<file path="src/rtl/memoria_tiros_param.sv">
// Parametrised shot-load RAM: write-first port, registered read address,
// clear sweep sequencer, occupancy bitmap with live count and lowest-free-slot finder.
module memoria_tiros_param #(
    parameter int unsigned DATA_W = 2,
    parameter int unsigned ADDR_W = 4
) (
    input  logic              clk,
    input  logic              reset,
    input  logic              we,
    input  logic [ADDR_W-1:0] addr,
    input  logic [DATA_W-1:0] data,
    input  logic              clear,
    output logic [DATA_W-1:0] q,
    output logic              busy,
    output logic [ADDR_W:0]   count,
    output logic              empty,
    output logic              full,
    output logic [ADDR_W-1:0] free_addr,
    output logic              free_valid
);
    localparam int unsigned DEPTH = 1 << ADDR_W;
    localparam int unsigned CW    = ADDR_W + 1;

    typedef enum logic {
        IDLE,
        SWEEP
    } state_t;

    state_t state, state_next;

    logic [DATA_W-1:0] ram [DEPTH];
    logic [DEPTH-1:0]  occ;
    logic [ADDR_W-1:0] ptr;
    logic [ADDR_W-1:0] addr_reg;

    logic              ram_we;
    logic [ADDR_W-1:0] ram_waddr;
    logic [DATA_W-1:0] ram_wdata;
    logic              data_nz;
    logic              wr_accept;
    logic              clr_accept;

    assign data_nz    = |data;
    assign clr_accept = (state == IDLE) && clear;
    assign wr_accept  = (state == IDLE) && we && !clear;

    always_comb begin
        state_next = state;
        unique case (state)
            IDLE:    if (clear) state_next = SWEEP;
            SWEEP:   if (ptr == ADDR_W'(DEPTH - 1)) state_next = IDLE;
            default: state_next = IDLE;
        endcase
    end

    always_ff @(posedge clk) begin
        if (reset) state <= SWEEP;
        else       state <= state_next;
    end

    // Single RAM write port shared by the sweep and the user write.
    always_comb begin
        ram_we    = 1'b0;
        ram_waddr = addr;
        ram_wdata = data;
        if (!reset) begin
            if (state == SWEEP) begin
                ram_we    = 1'b1;
                ram_waddr = ptr;
                ram_wdata = '0;
            end else if (wr_accept) begin
                ram_we = 1'b1;
            end
        end
    end

    always_ff @(posedge clk) begin
        if (ram_we) ram[ram_waddr] <= ram_wdata;
    end

    always_ff @(posedge clk) begin
        if (reset) begin
            ptr      <= '0;
            occ      <= '0;
            count    <= '0;
            addr_reg <= '0;
        end else begin
            addr_reg <= addr;
            if (clr_accept) begin
                ptr   <= '0;
                occ   <= '0;
                count <= '0;
            end else if (wr_accept) begin
                // occ[addr] mirrors old ram[addr] != 0, so the count stays in 0..DEPTH.
                occ[addr] <= data_nz;
                count     <= count + CW'(data_nz) - CW'(occ[addr]);
            end else if (state == SWEEP) begin
                ptr <= ptr + ADDR_W'(1);
            end
        end
    end

    always_comb begin
        logic found;
        found     = 1'b0;
        free_addr = '0;
        for (int unsigned i = 0; i < DEPTH; i++) begin
            if (!found && !occ[i]) begin
                free_addr = ADDR_W'(i);
                found     = 1'b1;
            end
        end
    end

    assign q          = ram[addr_reg];
    assign busy       = (state == SWEEP);
    assign empty      = (count == '0);
    assign full       = (count == CW'(DEPTH));
    assign free_valid = !full;

endmodule

</file>
<file path="config.mk">
export PLATFORM = sky130hd
export DESIGN_NAME = memoria_tiros_param
export DESIGN_NICKNAME = d
export VERILOG_FILES = /design/src/rtl/memoria_tiros_param.sv
export SDC_FILE = /design/constraint.sdc
export NUM_CORES = 1
export LEC_CHECK = 0
export BUFFER_PORTS_ARGS = -buffer_cell sky130_fd_sc_hd__buf_2
export CORE_MARGIN = 10
export CORE_UTILIZATION = 62
export DETAILED_ROUTE_END_ITERATION = 16
export PLACE_DENSITY = 0.85
export SLEW_MARGIN = 20
export SYNTH_ARGS = -nofsm -noshare
export SYNTH_HDL_FRONTEND = slang
export SYNTH_SLANG_ARGS = --single-unit
</file>
<file path="constraint.sdc">
create_clock -name clk -period 5.85 [get_ports clk]
set_input_delay 0.585 -clock clk [delete_from_list [all_inputs] [get_ports clk]]
set_output_delay 0.585 -clock clk [all_outputs]
set_load 0.02 [all_outputs]
</file>
==> impl_metrics.tcl <==
set metrics [dict create \
    status "completed" \
    fin_crit_sh 0.539 \
    yosysTopAreaCell "edfxtp_1" \
    htree_levels 3 \
    portBuffers 24 \
    irDropWorstVdd_v 0.000149 \
    cts_tree "yes" \
    synth-async-reset-ratio 0 \
    dp_hpwl_um 4620 \
    final_max_slew_viol_count 0 \
    ys_seq_area_frac 0.502 \
    place_ws_ns 2.35 \
    p_per_area_nw_per_um2 261 \
    grtUsageTotal 0.160 \
    place_congestion 0.855 \
    grt-ovfl-total 0 \
    synth_ff_type "edfxtp_1" \
    grt_max_degree 20 \
    hold_class "register to register" \
    endpoint_kind "register" \
    cts_root_buffer "clkbuf_8" \
    arrival_ns 3.42 \
    final_cell_mix "nand2_1, nor2_1, edfxtp_1, dfxtp_1, buf_2" \
    crit_path_max_fanout 18 \
    drv_cap 0 \
    rsz0062_at_grt "no" \
    dieWidth_um 90.8 \
    setup-violations-final 0 \
    core.rowCount 25 \
    drc 0 \
    syn_inst 286 \
    clk_pin_slew_ns 0.07 \
    syn_area_um2 3110 \
    antenna_found_initial 0 \
    clkLatencyLatePin_ns 0.34 \
    max_freq_mhz 317 \
    cts_setup_buffers 0 \
    drtIter0Drc 155 \
    cts_hold_buf 0 \
    crit_type "input pin to register" \
    slew_headroom 0.428 \
    utilization 0.721 \
    coreArea_um2 4790 \
    whs_ns 0.502 \
    period_needed_ns 3.15 \
    die-area_um2 8250 \
    syn_area_per_cell_um2 10.9 \
    cts_made_buffers 9 \
    syn2layout_area_growth_pct 11.0 \
    drive_above_1_share 0.195 \
    first_pass_iters 4 \
    leakage_nw 1.27 \
    setup_tns_ns 0 \
    ios 25 \
    worstMarginPinSlew_ns 0.854 \
    synthTopCellsByArea "edfxtp_1, dfxtp_1, mux4_2, mux2i_1, nand2_1" \
    start_util 0.650 \
    synth.top_cell.area_share 0.309 \
    final_net_count 326 \
    finClkSkew_ns 0.00626 \
    yosysWarnings 0 \
    ys_seq_elements 62 \
    fin_ws_ns 2.70 \
    clk_path_buf_depth 2 \
    synth_nets 304 \
    synth.distinct_cells 44 \
    multi_input_area_um2 1450 \
    grt_pass1_wl_um 10800 \
    register_area_um2 1560 \
    critPathLaunchType "input pin" \
    clkSinkCount 62 \
    dr_total_vias 2218 \
    hold_viol 0 \
    grt_pass1_vias 2299 \
    synth_edf_count 32 \
    die_height_um 90.8 \
    vias_per_cell 5.84 \
    num-fill-cells 358 \
    routed_wl_um 6320 \
    ant_nets 0 \
    cts.repair.resized 0 \
    diodes 0 \
    required_ns 6.12 \
    mostFrequentLayoutCell "nand2_1" \
    drt-wirelength-per-cell_um 16.6 \
]
## area by class of cell
cell class | count | area share
sequential | 62 | 0.452
multi-input combinational | 200 | 0.419
clock buffer | 9 | 0.0359
timing repair buffer | 24 | 0.0348
tap | 67 | 0.0243
clock inverter | 7 | 0.0214
inverter | 11 | 0.0120
## power by group
group,total [mW],switching [mW],internal [mW]
sequential,0.471,0.00726,0.464
combinational,0.0591,0.0369,0.0222
clock,0.370,0.172,0.198
total,0.900,0.216,0.684
## cell families after synthesis
kind of cell	count (synthesis)	share of synthesized area
multiplexers	29	0.142
AND/OR/NAND/NOR	120	0.194
XOR/XNOR	4	0.0113
buffers and inverters	24	0.0322
AO/OA/AOI/OAI	39	0.0837
flip-flops	62	0.502
adder cells (fa/ha/maj)	8	0.0346
## registers in the layout, indices dropped and copies added (netlist names), named ones only
name,count
busy,1
count,5
occ,16
ptr,4
ram,32
## metal layers
metal	routed length, um	GRT usage
met1	2690	0.187
met2	3350	0.275
met3	200	0.0424
met4	82	0.0587
met5	0	0
## synth_stat cells (2+ instances only)
library cell,count
nand2_1,34
nor2_1,33
edfxtp_1,32
dfxtp_1,30
mux2i_1,16
mux4_2,12
nand3_1,12
inv_1,10
a21oi_1,9
nor2b_1,9
buf_2,8
nand4_1,8
ha_1,7
nand2b_1,7
o21ai_1,7
and2_1,6
clkbuf_1,5
a211oi_1,4
a31oi_1,3
o21ai_0,3
a21boi_0,2
a21o_1,2
a22oi_1,2
nor3_1,2
nor3b_1,2
xnor2_1,2
xor2_1,2
## worst paths after layout
check | to | depth (start not counted) | start | slack, ns
max | count[4]$_SDFFE_PP0P_ | 13 | addr[0] | 2.70
min | count[4]$_SDFFE_PP0P_ | 2 | count[4]$_SDFFE_PP0P_ | 0.50
max reg2reg | count[4]$_SDFFE_PP0P_ | 12 | occ[3]$_SDFFE_PP0P_ | 2.97
min reg2reg | count[4]$_SDFFE_PP0P_ | 2 | count[4]$_SDFFE_PP0P_ | 0.50
## through the flow
stage	total power [mW]	instance area [um^2]	cells
after floorplan	0.522	3110	286
after global placement	0.538	3250	364
after detailed placement	0.540	3250	364
after CTS	0.906	3450	380
after global routing	0.934	3450	380
final	0.900	3450	380
## worst max-delay path: stages
cell and delay, ns:
buf_2 0.31, mux4_2 0.54, a22oi_1 0.18, nand2_1 0.08, ha_1 0.31, inv_1 0.07
ha_1 0.15, inv_1 0.05, fa_1 0.37, nand2b_1 0.18, a21oi_1 0.17, mux2i_1 0.23
mux2i_1 0.19
Note: power is estimated with default switching activity, not from simulation.
